$ cat src/rtl/demux2x4_unstripe.sv
// demux2x4_unstripe: receive-side unstriper. Pairs consecutive 2-lane beats
// into a registered 4-lane word. A half-filled word is flushed after IDLE_MAX
// consecutive idle cycles so trailing data is never stranded.
//
// Handshake: there is no backpressure. A beat is any cycle with validin != 0
// and is always consumed on the rising edge that samples it. validout is
// nonzero for exactly one cycle per emitted word. Lanes whose valid bit is 0
// carry zero data. The pending output is the FSM state (1 = HALF).
module demux2x4_unstripe #(
   parameter int WIDTH    = 8,
   parameter int IDLE_MAX = 4
) (
   input  logic             clk,
   input  logic             reset,
   input  logic [WIDTH-1:0] in0,
   input  logic [WIDTH-1:0] in1,
   input  logic [1:0]       validin,
   output logic [WIDTH-1:0] out0,
   output logic [WIDTH-1:0] out1,
   output logic [WIDTH-1:0] out2,
   output logic [WIDTH-1:0] out3,
   output logic [3:0]       validout,
   output logic             pending
);

   typedef enum logic {
      EMPTY = 1'b0,
      HALF  = 1'b1
   } state_t;

   // The timeout fires when the count of idles already seen in HALF equals
   // IDLE_MAX-1, i.e. on the IDLE_MAX-th idle edge.
   localparam logic [3:0] IDLE_LAST = 4'(IDLE_MAX - 1);

   state_t           state_q, state_d;
   logic [WIDTH-1:0] hold0_q, hold0_d;
   logic [WIDTH-1:0] hold1_q, hold1_d;
   logic [1:0]       vhold_q, vhold_d;
   logic [3:0]       idle_cnt_q, idle_cnt_d;
   logic [WIDTH-1:0] out0_q, out0_d;
   logic [WIDTH-1:0] out1_q, out1_d;
   logic [WIDTH-1:0] out2_q, out2_d;
   logic [WIDTH-1:0] out3_q, out3_d;
   logic [3:0]       validout_q, validout_d;

   logic beat;
   assign beat = |validin;

   // Next-state and output word computation; validout defaults to 0 so a
   // word is announced for exactly one cycle.
   always_comb begin
      state_d    = state_q;
      hold0_d    = hold0_q;
      hold1_d    = hold1_q;
      vhold_d    = vhold_q;
      idle_cnt_d = idle_cnt_q;
      out0_d     = out0_q;
      out1_d     = out1_q;
      out2_d     = out2_q;
      out3_d     = out3_q;
      validout_d = 4'b0000;

      case (state_q)
         EMPTY: begin
            if (beat) begin
               hold0_d    = in0;
               hold1_d    = in1;
               vhold_d    = validin;
               idle_cnt_d = 4'd0;
               state_d    = HALF;
            end
         end
         HALF: begin
            if (beat) begin
               // A beat wins over a timeout landing on the same edge.
               out0_d     = vhold_q[0] ? hold0_q : '0;
               out1_d     = vhold_q[1] ? hold1_q : '0;
               out2_d     = validin[0] ? in0 : '0;
               out3_d     = validin[1] ? in1 : '0;
               validout_d = {validin, vhold_q};
               state_d    = EMPTY;
            end else if (idle_cnt_q == IDLE_LAST) begin
               out0_d     = vhold_q[0] ? hold0_q : '0;
               out1_d     = vhold_q[1] ? hold1_q : '0;
               out2_d     = '0;
               out3_d     = '0;
               validout_d = {2'b00, vhold_q};
               idle_cnt_d = 4'd0;
               state_d    = EMPTY;
            end else begin
               idle_cnt_d = idle_cnt_q + 4'd1;
            end
         end
         default: begin
            state_d = EMPTY;
         end
      endcase
   end

   // State, hold and output registers; reset drops any held beat silently.
   always_ff @(posedge clk or posedge reset) begin
      if (reset) begin
         state_q    <= EMPTY;
         hold0_q    <= '0;
         hold1_q    <= '0;
         vhold_q    <= 2'b00;
         idle_cnt_q <= 4'd0;
         out0_q     <= '0;
         out1_q     <= '0;
         out2_q     <= '0;
         out3_q     <= '0;
         validout_q <= 4'b0000;
      end else begin
         state_q    <= state_d;
         hold0_q    <= hold0_d;
         hold1_q    <= hold1_d;
         vhold_q    <= vhold_d;
         idle_cnt_q <= idle_cnt_d;
         out0_q     <= out0_d;
         out1_q     <= out1_d;
         out2_q     <= out2_d;
         out3_q     <= out3_d;
         validout_q <= validout_d;
      end
   end

   assign out0     = out0_q;
   assign out1     = out1_q;
   assign out2     = out2_q;
   assign out3     = out3_q;
   assign validout = validout_q;
   assign pending  = (state_q == HALF);

endmodule

$ cat config.mk
export PLATFORM = sky130hd
export DESIGN_NAME = demux2x4_unstripe
export DESIGN_NICKNAME = d
export VERILOG_FILES = /design/src/rtl/demux2x4_unstripe.sv
export SDC_FILE = /design/constraint.sdc
export NUM_CORES = 1
export LEC_CHECK = 0
export CAP_MARGIN = 25
export CORE_MARGIN = 2
export CORE_UTILIZATION = 30
export DETAILED_ROUTE_END_ITERATION = 16
export PLACE_DENSITY = 0.62
export RECOVER_POWER = 25
export SYNTH_ARGS = -nofsm -noshare
export SYNTH_HDL_FRONTEND = slang
export SYNTH_SLANG_ARGS = --single-unit
$ cat constraint.sdc
create_clock -name clk -period 2.1 [get_ports clk]
set_clock_uncertainty 0.15 [all_clocks]
set_input_delay 0.42 -clock clk [delete_from_list [all_inputs] [get_ports clk]]
set_output_delay 0.42 -clock clk [all_outputs]
set_load 0.01 [all_outputs]
==> impl_metrics.env, run 1 <==
export IMPL_cts_root_buf="clkbuf_8"
export IMPL_ys_seq_area_share_pct=62.7
export IMPL_slowest_delay_ns=0.58
export IMPL_path_delay_family="buffers and inverters"
export IMPL_most_common_layout_cells="58 x dfrtp_1, 55 x clkdlybuf4s50_1, 19 x inv_1, 19 x nand2_1, 17 x mux2i_1"
export IMPL_period_needed_ns=1.95
export IMPL_r2r_setup_slack_ns=0.41
export IMPL_cts_clk_slew_worst_paths_ns=0.06
export IMPL_final_core_util_pct=43.5
export IMPL_period_share_pct=92.7
export IMPL_outcome="completed"
export IMPL_tightest_slew_ns=0.792
export IMPL_p_per_area_nw_per_um2=1430
export IMPL_netlist_area_um2=2350
export IMPL_clock_latency_ns=0.33
export IMPL_syn_nets=201
export IMPL_cts_buffers=9
export IMPL_cts_htree_levels=3
export IMPL_ir_drop_uv=571
export IMPL_cp_required_ns=1.53
export IMPL_n_antenna_cell=0
export IMPL_grt_setup_unrepaired="false"
export IMPL_clock_sinks=59
export IMPL_max_freq_ghz=0.514
export IMPL_io_pins=57
export IMPL_p_leak_nw=1.52
export IMPL_grt_antenna_before_repair=0
export IMPL_instances_no_fill=350
export IMPL_routedWlPerCell_um=13.3
export IMPL_critPathCaptureType="primary output"
export IMPL_die_area_um2=8570
export IMPL_ff2ff_path_depth=5
export IMPL_gr_total_overflow=0
export IMPL_slew_violations=0
export IMPL_portBuffers=56
export IMPL_worstPathMaxFanout=9
export IMPL_synth_distinct_cells=27
export IMPL_r2r_start="idle_cnt_q[0]"
export IMPL_synth_area_leaders="dfrtp_1 63%, mux2_2 7.7%, mux2i_1 7.2%, a22o_1 4.1%, inv_1 3.2%"
export IMPL_hp_start="hold1_q[6]"
export IMPL_drcViolationCount=0
export IMPL_postRouteWirelength_mm=4.65
export IMPL_drt_pre_antenna_iters=4
export IMPL_nets=265
export IMPL_min_to="hold1_q[6]"
export IMPL_initial_core_util_pct=30.8
export IMPL_worstSetupPathType="reg -> out"
export IMPL_final_common_cell="dfrtp_1"
export IMPL_postRouteAntennaNets=0
export IMPL_yosys_warnings=0
export IMPL_grt_pass1_vias=1566
export IMPL_critPathBufInv=1
export IMPL_grt_max_degree=60
export IMPL_core_um2=7650
export IMPL_tritoncts="built"
export IMPL_pre_cts_slack_ns=-0.0636
export IMPL_syn_area_per_cell_um2=13.2
export IMPL_setup_tns_final_ns=0
export IMPL_grt_pass1_wl_mm=7.87
export IMPL_die_height_um=92.6
export IMPL_hp_class="reg -> reg"
export IMPL_die_x_um=92.6
export IMPL_areaGrowthSynthToFinish_pct=41.4
export IMPL_drt_initial_drc_count=74
export IMPL_regToRegEndpoint="out2[7]"
export IMPL_clockBufferDepth=2
export IMPL_total_power_mw=4.75
export IMPL_startpoint_type="flip-flop"
export IMPL_cp_slowest_cell="clkdlybuf4s50_1"
export IMPL_vias_per_cell=4.38
export IMPL_synth_top_cell_by_area="dfrtp_1"
export IMPL_yosysTopAreaCellShare_pct=62.7
export IMPL_cp_cell_sequence="clkdlybuf4s50_1"
export IMPL_dp_cells=334
export IMPL_postCtsHoldBufs=0
export IMPL_fin_ws_ns=0.153
export IMPL_synth_seq_cells=59
export IMPL_grt_total_usage_pct=11.9
export IMPL_hold_viol_final=0
export IMPL_dp_final_hpwl_mm=3.04
export IMPL_rows=32
export IMPL_drive_gt1_share_pct=19.8
export IMPL_routabilityCongestion=0.700
export IMPL_setup_viol=0
export IMPL_max_slew_margin_pct=47.2
export IMPL_syn_inst=179
export IMPL_arrival_ns=1.38
export IMPL_vias=1532
export IMPL_hold_depth=1
export IMPL_drv_cap=0
-- kinds of logic (layout without fill, tap and decap cells) --
family          count (synthesis)  after routing  share of synthesized area [%]
mux                            33             33                           14.9
compound gates                 24             24                           8.82
simple gates                   31             31                           6.48
buf+inv                        30             99                           6.06
fa+ha+maj                       2              2                           1.06
flops                          59             59                           62.7
-- sequential cells by signal, indices dropped and copies added (netlist names) --
| name | flops |
|---|---|
| hold0_q | 8 |
| hold1_q | 8 |
| idle_cnt_q | 4 |
| out0 | 8 |
| out1 | 8 |
| out2 | 8 |
| out3 | 8 |
| pending | 1 |
| validout | 4 |
| vhold_q | 2 |
-- metrics by stage --
step,hold WS (ns),instance area (um^2)
floorplan,0.331,2350
global placement,0.339,3070
detailed placement,0.343,3070
CTS,0.340,3340
global route,0.371,3330
finish,0.355,3330
-- metal layers --
layer  wire length (um)  vias to the layer above  GRT usage [%]  part of all wire, %
met1               2230                      753           16.4                   48
met3                268                        0           4.72                  5.8
li1                   -                      736              -                    -
met4                  0                        0           3.36                    0
met2               2160                       43           17.4                   46
met5                  0                        -              0                    0
-- how the worst max path moves through the flow --
stage               cells after the start        from       endpoint  slack [ns]
floorplan                               1       reset     hold0_q[0]        0.07
global placement                        6  validin[1]        out1[7]        0.01
detailed placement                      6  validin[1]  idle_cnt_q[3]       -0.06
CTS                                     1     pending        pending        0.04
global route                            1     pending        pending        0.11
finish                                  1     pending        pending        0.15
-- power by group --
part	total (mW)	internal, mW	switching [mW]
combinational	1.52	0.907	0.615
sequential	1.82	1.55	0.272
clock	1.40	0.974	0.428
total	4.75	3.43	1.31
-- final cells by class --
cell class / count / area (um^2)
clock buffers: 12 / 155
repair buffers: 63 / 638
inverters: 20 / 75.1
flip-flops and latches: 59 / 1480
multi-input cells: 90 / 736
clock inverters: 4 / 120
fillers: 723 / 4320
well taps: 102 / 128
-- synth_stat cells, drive strengths merged --
master and n:
dfrtp 59, inv 20, nand2 19, a22o 17, mux2i 17, mux2 16, buf 6, clkbuf 4
o21ai 4, and2 2, ha 2, nor2 2, nor2b 2, a21o 1, a21oi 1, nand2b 1
nand3 1, nand4b 1, nor3b 1, nor4 1, o21a 1, or2 1
-- what timing repair did --
item,CTS,global route
resized for setup,0,1
setup endpoints to repair,0,1
buffers inserted,0,0
hold endpoints to repair,0,0
Note: power is estimated with default switching activity, not from simulation.
==> inputs of run 2 (changes only) <==
Settings changed: CORE_ASPECT_RATIO set to 0.6, SKIP_LAST_GASP set to 1.
==> run 2 against run 1 <==
  * Die area is 0.27% higher
  * Global-route usage is 0.44 points higher
  * Critical endpoint unchanged
  * Register-to-register slack worse by 0.04 ns
  * Utilization is 2.2 points higher
  * Wire length is 6.6% higher
  * Largest power group unchanged
==> impl_metrics.env, run 2 (same netlist as run 1, synthesis figures left out) <==
export IMPL_outcome="completed"
export IMPL_cts_htree_levels=3
export IMPL_grt_total_usage_pct=12.4
export IMPL_initial_core_util_pct=31.7
export IMPL_vias_per_cell=4.31
export IMPL_nets=266
export IMPL_path_delay_family="buffers and inverters"
export IMPL_critPathBufInv=1
export IMPL_instances_no_fill=353
export IMPL_cts_buffers=9
export IMPL_grt_setup_unrepaired="false"
export IMPL_grt_pass1_vias=1532
export IMPL_postCtsHoldBufs=0
export IMPL_p_per_area_nw_per_um2=1460
export IMPL_clock_sinks=59
export IMPL_die_height_um=72.6
export IMPL_clock_latency_ns=0.32
export IMPL_tightest_slew_ns=0.796
export IMPL_portBuffers=56
export IMPL_cts_root_buf="clkbuf_16"
export IMPL_cp_depth=1
export IMPL_most_common_layout_cells="59 x dfrtp_1, 55 x clkdlybuf4s50_1, 19 x inv_1, 19 x nand2_1, 17 x mux2i_1"
export IMPL_die_area_um2=8600
export IMPL_tritoncts="built"
export IMPL_design_area_um2=3390
export IMPL_crit_start="pending"
export IMPL_grt_antenna_before_repair=0
export IMPL_period_share_pct=95.8
export IMPL_worstSetupPathType="reg -> out"
export IMPL_ir_drop_uv=493
export IMPL_worstPathMaxFanout=9
export IMPL_clockBufferDepth=2
export IMPL_cp_slowest_cell="clkdlybuf4s50_1"
export IMPL_drcViolationCount=0
export IMPL_rows=24
export IMPL_drt_initial_drc_count=41
export IMPL_drive_gt1_share_pct=19.7
export IMPL_postRouteAntennaNets=0
export IMPL_grt_max_degree=60
export IMPL_n_antenna_cell=0
export IMPL_max_freq_ghz=0.497
export IMPL_io_pins=57
export IMPL_dp_final_hpwl_mm=3.39
export IMPL_hold_viol_final=0
export IMPL_routabilityCongestion=0.710
export IMPL_slowest_delay_ns=0.60
export IMPL_period_needed_ns=2.01
export IMPL_postCtsSetupBuffers=0
export IMPL_place_area_um2=3080
export IMPL_die_x_um=118
export IMPL_setup_viol=0
export IMPL_gr_total_overflow=0
export IMPL_drv_cap=0
export IMPL_r2r_start="pending"
export IMPL_cp_required_ns=1.53
export IMPL_critPathCaptureType="primary output"
export IMPL_regToRegEndpoint="idle_cnt_q[3]"
export IMPL_critPathCapture="pending"
export IMPL_dp_cells=337
export IMPL_final_core_util_pct=45.7
export IMPL_timing_hold_ws_ns=0.352
export IMPL_hp_class="reg -> reg"
export IMPL_routedWlPerCell_um=14.0
export IMPL_grt_pass1_wl_mm=8.09
export IMPL_postRouteWirelength_mm=4.96
export IMPL_p_leak_nw=1.55
export IMPL_cp_cell_sequence="clkdlybuf4s50_1"
export IMPL_ff2ff_path_depth=5
export IMPL_startpoint_type="flip-flop"
export IMPL_drt_pre_antenna_iters=4
export IMPL_max_slew_margin_pct=46.9
export IMPL_core_um2=7420
export IMPL_r2r_setup_slack_ns=0.37
export IMPL_areaGrowthSynthToFinish_pct=44.0
export IMPL_arrival_ns=1.44
export IMPL_cts_clk_slew_worst_paths_ns=0.05
export IMPL_cts_resized=0
export IMPL_final_common_cell="dfrtp_1"
export IMPL_total_power_mw=4.96
export IMPL_slew_violations=0
export IMPL_vias=1520
==> run 2: cell count changes in the layout (fill, tap and decap cells not counted) <==
cell,change
clkbuf_8,-9
clkinvlp_4,+1
clkinv_2,+1
buf_4,+1
clkbuf_16,+9
dfrtp_2,-1
dfrtp_1,+1
bufinv_16,-2
==> run 2: worst min path at each step <==
stage	startpoint	to	slack, ns	depth (start not counted)
after floorplan	hold0_q[5]	hold0_q[5]	0.33	1
after global placement	hold0_q[0]	hold0_q[0]	0.34	1
after detailed placement	out3[3]	out3[3]	0.34	1
after CTS	reset	out2[1]	0.34	3
after global routing	out3[3]	out3[3]	0.37	1
final	out2[1]	out2[1]	0.35	1
==> run 2: metal layers <==
| layer | up-vias | track usage [%] | part of all wire, % |
|---|---|---|---|
| li1 | 732 | - | - |
| met1 | 741 | 17.9 | 52 |
| met2 | 40 | 16.6 | 41 |
| met3 | 7 | 5.39 | 5.7 |
| met4 | 0 | 3.57 | 1.2 |
| met5 | - | 0 | 0 |
==> run 2: power by group <==
group	switching [mW]	internal, mW	total (mW)
sequential	0.282	1.55	1.84
combinational	0.623	0.912	1.53
clock	0.490	1.10	1.59
total	1.39	3.57	4.96
==> run 2: final cells by class <==
| cell class | count | area (um^2) |
|---|---|---|
| clock buffers | 12 | 256 |
| repair buffers | 64 | 646 |
| fillers | 677 | 4030 |
| multi-input cells | 90 | 736 |
| flip-flops and latches | 59 | 1480 |
| clock inverters | 4 | 72.6 |
| well taps | 104 | 130 |
| inverters | 20 | 75.1 |
==> run 2: through the flow <==
stage                     setup TNS, ns  setup WS [ns]
final                                 0         0.0887
after global routing                  0        0.00164
after CTS                             0         0.0728
after detailed placement         -0.818         -0.121
after global placement          -0.0641        -0.0230
after floorplan                       0         0.0737
